==> config.mk <==
export PLATFORM = sky130hd
export DESIGN_NAME = piso_frame_serializer
export DESIGN_NICKNAME = d
export VERILOG_FILES = /design/src/rtl/serial_pkg.sv /design/src/rtl/piso_shift_reg.sv /design/src/rtl/piso_frame_serializer.sv
export SDC_FILE = /design/constraint.sdc
export NUM_CORES = 1
export LEC_CHECK = 0
export CAP_MARGIN = 25
export CORE_MARGIN = 1.5
export CORE_UTILIZATION = 40
export DETAILED_ROUTE_END_ITERATION = 8
export DONT_BUFFER_PORTS = 1
export SETUP_SLACK_MARGIN = 0.4
export SLEW_MARGIN = 5
export SYNTH_ARGS = -nofsm -noshare
export SYNTH_HDL_FRONTEND = slang
export SYNTH_SLANG_ARGS = --single-unit
==> constraint.sdc <==
create_clock -name CLK -period 3.2 [get_ports CLK]
set_input_delay 0.48 -clock CLK [delete_from_list [all_inputs] [get_ports CLK]]
set_output_delay 0.48 -clock CLK [all_outputs]
set_load 0.05 [all_outputs]
==> src/rtl/serial_pkg.sv <==
// Shared line-level definitions for the serial transmit/capture pair.
package serial_pkg;

    typedef enum logic [1:0] {
        IDLE  = 2'd0,
        START = 2'd1,
        DATA  = 2'd2,
        STOP  = 2'd3
    } state_t;

    localparam logic LINE_IDLE = 1'b1;
    localparam logic START_BIT = 1'b0;
    localparam logic STOP_BIT  = 1'b1;

endpackage

==> src/rtl/piso_shift_reg.sv <==
// Parallel-load shift register presenting the next bit to transmit on head_o.
module piso_shift_reg
    import serial_pkg::*;
#(
    parameter int WIDTH     = 8,
    parameter bit MSB_FIRST = 1'b1
) (
    input  logic             clk_i,
    input  logic             rst_i,
    input  logic             load_i,
    input  logic             shift_i,
    input  logic [WIDTH-1:0] d_i,
    output logic             head_o
);

    logic [WIDTH-1:0] sr_q, sr_d;
    logic [WIDTH-1:0] shifted;

    // The head bit always sits at the end the stream is read from.
    generate
        if (MSB_FIRST) begin : g_msb
            assign shifted = {sr_q[WIDTH-2:0], 1'b0};
            assign head_o  = sr_q[WIDTH-1];
        end else begin : g_lsb
            assign shifted = {1'b0, sr_q[WIDTH-1:1]};
            assign head_o  = sr_q[0];
        end
    endgenerate

    always_comb begin
        sr_d = sr_q;
        if (load_i) begin
            sr_d = d_i;
        end else if (shift_i) begin
            sr_d = shifted;
        end
    end

    always_ff @(posedge clk_i) begin
        if (rst_i) begin
            sr_q <= '0;
        end else begin
            sr_q <= sr_d;
        end
    end

endmodule

==> src/rtl/piso_frame_serializer.sv <==
// Framed serial transmitter: start bit, WIDTH data bits, stop bit on a registered line.
module piso_frame_serializer
    import serial_pkg::*;
#(
    parameter int WIDTH     = 8,
    parameter bit MSB_FIRST = 1'b1
) (
    input  logic             CLK,
    input  logic             reset,
    input  logic [WIDTH-1:0] D,
    input  logic             D_valid,
    output logic             D_ready,
    output logic             Q,
    output logic             busy,
    output logic             done
);

    localparam int CNT_W = ($clog2(WIDTH) < 1) ? 1 : $clog2(WIDTH);
    localparam logic [CNT_W-1:0] LAST = CNT_W'(WIDTH - 1);

    state_t           state_q;
    logic [CNT_W-1:0] cnt_q;
    logic             q_q, busy_q, done_q;
    logic             accept, shift_en, head;

    assign D_ready  = (state_q == IDLE || state_q == STOP) && !reset;
    assign accept   = D_valid && D_ready;
    // The head is consumed on the edge that puts it on the line, so shifting
    // starts at the START->DATA edge and stops once the last bit is launched.
    assign shift_en = (state_q == START) || (state_q == DATA && cnt_q != LAST);

    piso_shift_reg #(
        .WIDTH    (WIDTH),
        .MSB_FIRST(MSB_FIRST)
    ) u_sr (
        .clk_i  (CLK),
        .rst_i  (reset),
        .load_i (accept),
        .shift_i(shift_en),
        .d_i    (D),
        .head_o (head)
    );

    always_ff @(posedge CLK) begin
        if (reset) begin
            state_q <= IDLE;
            cnt_q   <= '0;
            q_q     <= LINE_IDLE;
            busy_q  <= 1'b0;
            done_q  <= 1'b0;
        end else begin
            case (state_q)
                IDLE: begin
                    done_q <= 1'b0;
                    if (accept) begin
                        state_q <= START;
                        q_q     <= START_BIT;
                        busy_q  <= 1'b1;
                    end
                end
                START: begin
                    state_q <= DATA;
                    cnt_q   <= '0;
                    q_q     <= head;
                end
                DATA: begin
                    if (cnt_q == LAST) begin
                        state_q <= STOP;
                        q_q     <= STOP_BIT;
                        done_q  <= 1'b1;
                    end else begin
                        cnt_q <= cnt_q + CNT_W'(1);
                        q_q   <= head;
                    end
                end
                STOP: begin
                    done_q <= 1'b0;
                    if (accept) begin
                        state_q <= START;
                        q_q     <= START_BIT;
                    end else begin
                        state_q <= IDLE;
                        q_q     <= LINE_IDLE;
                        busy_q  <= 1'b0;
                    end
                end
                default: begin
                    state_q <= IDLE;
                    q_q     <= LINE_IDLE;
                    busy_q  <= 1'b0;
                    done_q  <= 1'b0;
                end
            endcase
        end
    end

    assign Q    = q_q;
    assign busy = busy_q;
    assign done = done_q;

endmodule

==> results.json, run 1 <==
{
  "htreeDepth": 1,
  "nets": 108,
  "worstPathMaxFanout": 7,
  "io_pins": 15,
  "place_ws_ps": 1050,
  "hold_class": "primary input to register",
  "layout-drive-gt1-share": 0.0568,
  "reg2reg_slack_ps": 1050,
  "cp_slowest_cell": "nor2_1",
  "cts.sinks": 16,
  "cp.required_ps": 2720,
  "ant_nets": 0,
  "synth_cells": 89,
  "fin_crit_sh": 0.743,
  "initial_core_util": 0.422,
  "cts_hold_buf": 0,
  "grt_pass1_vias": 622,
  "slew_headroom": 0.401,
  "synth_top_area_share": 0.387,
  "io_buffers": 0,
  "cts_buffer_depth": 2,
  "syn_avg_cell_area_um2": 9.29,
  "die_w_um": 48.5,
  "antenna_found_initial": 0,
  "synthArstFlopShare": 0,
  "gp_congestion": 0.802,
  "antennaDiodeCount": 0,
  "drtIter0Drc": 3,
  "cts_resized": 0,
  "drv_cap": 0,
  "die_area_um2": 2350,
  "yosys.area_share.adder": 0.106,
  "syn_to_final_growth_pct": 2.72,
  "row_count": 16,
  "synthMuxAreaShare": 0.109,
  "cts_tree": "done",
  "r2r_start": "state_q[0]",
  "crit_type": "register to output port",
  "ys.flop_type": "dfxtp_1",
  "synth_area_leaders": "dfxtp_1 39%, mux2i_1 11%, ha_1 11%",
  "hold_end": "u_sr.sr_q[0]",
  "leakage_uw": 0.000330,
  "hold_violations": 0,
  "whs_path_depth": 1,
  "r2r-end": "u_sr.sr_q[4]",
  "arrival_ps": 1900,
  "core-area_um2": 1960,
  "postCtsSetupBuffers": 0,
  "first_pass_iters": 2,
  "yosysSeqAreaShare": 0.387,
  "final-max-slew-violation-count": 0,
  "finalSetupTns_ps": 0,
  "period_needed_ps": 2380,
  "total_power_uw": 781,
  "hold_path_startpoint": "reset",
  "yosys_warnings": 0,
  "grt_start_max_net_pins": 21,
  "root_buffer": "clkbuf_4",
  "ys_ff_latch": 16,
  "drt_wl_total_um": 1510,
  "final_util": 0.433,
  "cp_top_family": "simple AND/OR/NAND/NOR gates",
  "routedWlPerCell_um": 13.1,
  "p_per_area_nw_per_um2": 919,
  "setup_slack_ps": 823,
  "ir_drop_mv": 0.460,
  "grt-ovfl-total": 0,
  "via_count": 629,
  "synth_top_family_by_area": "compound AO/OA/AOI/OAI gates",
  "fillers": 228,
  "grt_pass1_wl_um": 2620,
  "via_per_inst": 5.47,
  "synth-compound-area-share": 0.191,
  "path_cells": "inv_1 -> ha_1 -> nor2_1",
  "synth_edf_count": 0,
  "worstSetupEndpointType": "output port",
  "layout_common_cells": "16 x dfxtp_1, 15 x nor2_1, 9 x mux2i_1",
  "rsz0062_at_grt": "false",
  "numCtsBuffers": 3,
  "skew_ps": 5.42,
  "setup_viol": 0,
  "yosysTopAreaCell": "dfxtp_1",
  "die_h_um": 48.5,
  "place_hpwl_um": 1110,
  "crit_buf_inv": 1,
  "insertion_delay_ps": 280,
  "synth-xor-area-share": 0,
  "crit_path_start_kind": "register",
  "synth_cell_types": 25,
  "layout_commonest_cell": "dfxtp_1",
  "r2r_cells": 7,
  "clkTransAtPathRegs_ps": 90,
  "slowest_delay_ps": 720,
  "drc": 0,
  "grtUsageTotal": 0.140,
  "status": "finished clean",
  "fmax_ghz": 0.421,
  "syn-cell-area_um2": 827,
  "syn_nets": 107,
  "synth-simple-area-share": 0.144,
  "tightestPinTransition_ps": 895
}
[per-layer routing]
metal	share of wire	vias to the layer above	GRT usage
met4	0.0093	0	0.0714
met3	0.045	2	0.0340
met1	0.47	305	0.159
met5	0	-	0
li1	-	315	-
met2	0.47	7	0.245
[per-stage QoR]
| stage | hold slack [ps] | area [um2] | instances |
|---|---|---|---|
| after global placement | 482 | 827 | 112 |
| final | 260 | 850 | 115 |
| after CTS | 251 | 850 | 115 |
| after floorplan | 470 | 827 | 89 |
| after global routing | 239 | 850 | 115 |
| after detailed placement | 495 | 827 | 112 |
[kinds of logic (layout without fill, tap and decap cells)]
group                      Yosys count  after routing
buffers and inverters                8              7
muxes                                9              9
and+or+nand+nor                     25             25
DFF                                 16             16
adders and majority gates            7              7
AOI/OAI and AO/OA                   24             24
[power by group]
part           internal [uW]  switching, uW  leakage [uW]  total, uW
Combinational            141            196      0.000184        336
Sequential               268           74.0      0.000131        342
Clock                   43.5           58.4     0.0000138        102
[registers in the layout, summed over array words and instances (netlist names)]
| signal | flops |
|---|---|
| u_sr.sr_q | 8 |
| Q | 1 |
| done | 1 |
| busy | 1 |
| cnt_q | 3 |
| state_q | 2 |
[cells in the mapped netlist (2+ instances only)]
| cell | count |
|---|---|
| nand2_1 | 3 |
| o21ai_0 | 4 |
| a211oi_1 | 7 |
| buf_6 | 2 |
| mux2i_1 | 9 |
| a22oi_1 | 2 |
| a21oi_1 | 5 |
| dfxtp_1 | 16 |
| or3_1 | 2 |
| inv_1 | 3 |
| nor2_1 | 15 |
| buf_4 | 2 |
| ha_1 | 7 |
[worst max-delay path by stage]
stage	start	slack [ps]	depth (start not counted)	end
3_5_place_dp	state_q[0]	1050	7	u_sr.sr_q[4]
3_3_place_gp	state_q[0]	1150	3	D_ready
6_report	state_q[0]	820	3	D_ready
4_1_cts	state_q[0]	810	3	D_ready
5_1_grt	state_q[0]	720	3	D_ready
2_1_floorplan	state_q[0]	1250	3	D_ready
[layout make-up]
class                      count  area, um2  area share
clock buffer                   3       22.5      0.0265
inverter                       3       11.3      0.0133
multi-input combinational     65        454       0.535
sequential                    16        320       0.377
tap                           27       33.8      0.0398
timing repair buffer           1       7.51     0.00884
(Power assumes the default switching activity.)
==> inputs of run 2 (changes only) <==
Settings changed: ABC_AREA set to 1.
Clock period 3.2 ns to 1.9 ns, I/O delays scaled along.
==> run 2 against run 1 <==
Core utilization grew 9.6 points. Die area grew 2.3%. Largest power group is now combinational logic. Clock power grew 120%. Synthesized cell count grew 34%. Count of clock-buffer cells in the layout grew 1. Combinational power grew to 3.0 times the previous value. Flip-flop and latch count is the same. Hold slack lost 210 ps.
==> results.json, run 2 <==
{
  "first_pass_iters": 4,
  "layout-drive-gt1-share": 0.237,
  "arrival_ps": 1230,
  "synth-simple-area-share": 0.335,
  "place_hpwl_um": 1190,
  "r2r_cells": 9,
  "netlist_top_cells_count": "34 x nand2_1, 20 x nor2_1, 16 x dfxtp_1",
  "initial_core_util": 0.427,
  "drv_cap": 0,
  "drtIter0Drc": 12,
  "synth_cells": 119,
  "hold_violations": 0,
  "drt_wl_total_um": 1810,
  "top_register": "u_sr.sr_q",
  "antenna_found_initial": 0,
  "cts_buffer_depth": 2,
  "grtUsageTotal": 0.161,
  "setup_viol": 0,
  "synth.most_common_cell": "nand2_1",
  "cts_hold_buf": 0,
  "io_buffers": 0,
  "synth_edf_count": 0,
  "fin_area_um2": 1050,
  "die_area_um2": 2400,
  "io_pins": 15,
  "cts.sinks": 16,
  "syn_nets": 137,
  "via_count": 759,
  "worstSetupEndpointType": "output port",
  "grt_pass1_vias": 710,
  "crit_path_start_kind": "register",
  "placed_area_um2": 887,
  "p_per_area_nw_per_um2": 1700,
  "slew_headroom": 0.649,
  "status": "finished clean",
  "synth_cell_types": 18,
  "r2r-end": "state_q[0]",
  "nets": 150,
  "layout_common_cells": "33 x nand2_1, 19 x nor2_1, 14 x dfxtp_1",
  "reg2reg_slack_ps": 390,
  "clkTransAtPathRegs_ps": 90,
  "setup_slack_ps": 381,
  "crit_type": "register to output port",
  "synthMuxAreaShare": 0,
  "reg.largest.list": "u_sr.sr_q x8, cnt_q x3, state_q x2",
  "via_per_inst": 4.80,
  "numCtsBuffers": 3,
  "largest_reg_flops": 8,
  "yosys_warnings": 0,
  "yosysSeqAreaShare": 0.378,
  "synth_area_leaders": "dfxtp_1 38%, nand2_1 15%, ha_1 10%",
  "yosys.area_share.adder": 0.103,
  "place_ws_ps": 341,
  "grt-ovfl-total": 0,
  "grt_start_max_net_pins": 13,
  "insertion_delay_ps": 290,
  "root_buffer": "clkbuf_4",
  "ant_nets": 0,
  "ir_drop_mv": 0.767,
  "die_w_um": 49.0,
  "row_count": 16,
  "gp_congestion": 0.797,
  "yosysTopAreaCell": "dfxtp_1",
  "cp.required_ps": 1620,
  "drc": 0,
  "fmax_ghz": 0.658,
  "tightestPinTransition_ps": 525,
  "synthArstFlopShare": 0,
  "synth-compound-area-share": 0.121,
  "dp.cells": 145,
  "layout_commonest_cell": "nand2_1",
  "synth_top_area_share": 0.378,
  "total_power_uw": 1780,
  "syn_to_final_growth_pct": 23.8,
  "synth_top_family_by_area": "simple AND/OR/NAND/NOR gates",
  "hold_end": "state_q[0]",
  "startpoint": "state_q[0]",
  "leakage_uw": 0.000479,
  "r2r_start": "state_q[0]",
  "syn-cell-area_um2": 847,
  "final-max-slew-violation-count": 0,
  "ys_ff_latch": 16,
  "syn_avg_cell_area_um2": 7.12,
  "htreeDepth": 1,
  "worstPathMaxFanout": 3,
  "routedWlPerCell_um": 11.4,
  "period_needed_ps": 1520,
  "die_h_um": 49.0,
  "grt_pass1_wl_um": 3050,
  "core-area_um2": 1980,
  "ys.flop_type": "dfxtp_1",
  "antennaDiodeCount": 0,
  "finalSetupTns_ps": 0,
  "skew_ps": 7.71,
  "hold_path_startpoint": "reset",
  "cts_tree": "done",
  "hold_class": "primary input to register",
  "whs_path_depth": 1,
  "fin_crit_sh": 0.800,
  "synth-xor-area-share": 0,
  "final_cells": 158,
  "rsz0062_at_grt": "true"
}
-- run 2: cell types whose count changed after synthesis, moves of 4 or more --
cell      delta
inv_1        +4
o21ai_0      +7
mux2i_1      -9
nor2_1       +5
nand2_1     +31
a211oi_1     -7
-- run 2: timing repair --
item / CTS / global route
cloned: 0 / 0
setup buffers: 3 / 6
pin swaps: 2 / 3
resized for setup: 6 / 7
endpoints found under the setup margin: 9 / 9
-- run 2: metal layers --
layer | vias to the layer above | global-route usage | wire, um
li1 | 406 | - | -
met1 | 338 | 0.202 | 823
met2 | 15 | 0.267 | 863
met3 | 0 | 0.0675 | 119
met4 | 0 | 0.0143 | 0
met5 | - | 0 | 0
-- run 2: layout make-up --
cell class	count	area, um2
Inverter	9	45.0
Fill cell	191	933
Sequential cell	16	325
Multi-Input combinational cell	92	513
Timing Repair Buffer	10	95.1
Clock buffer	4	36.3
Tap cell	27	33.8
-- run 2: worst max-delay path, cell delays in order, from the launching register on --
cell and delay, ps:
dfxtp_4 370, inv_4 40, ha_4 240, nor2_4 130, buf_8 160
-- run 2: cell families after synthesis --
group	after synthesis
and+or+nand+nor	65
AOI/OAI and AO/OA	20
DFF	16
buffers and inverters	11
adders and majority gates	7
-- run 2: how the worst max path moves through the flow --
stage,to,slack (ps),cells after the start
2_1_floorplan,Q,360,9
3_3_place_gp,u_sr.sr_q[7],350,8
3_5_place_dp,u_sr.sr_q[2],340,8
4_1_cts,D_ready,360,4
5_1_grt,u_sr.sr_q[3],260,10
6_report,D_ready,380,4
-- run 2: power by group --
part           total, uW  switching (uW)  internal [uW]
registers            556             108            448
clock network        228             111            117
logic                995             567            428
-- run 2: stage by stage --
step	hold slack [ps]	util
2_1_floorplan	347	-
3_3_place_gp	352	0.448
3_5_place_dp	355	0.448
4_1_cts	36.7	0.487
5_1_grt	25.8	0.529
6_report	48.2	0.529
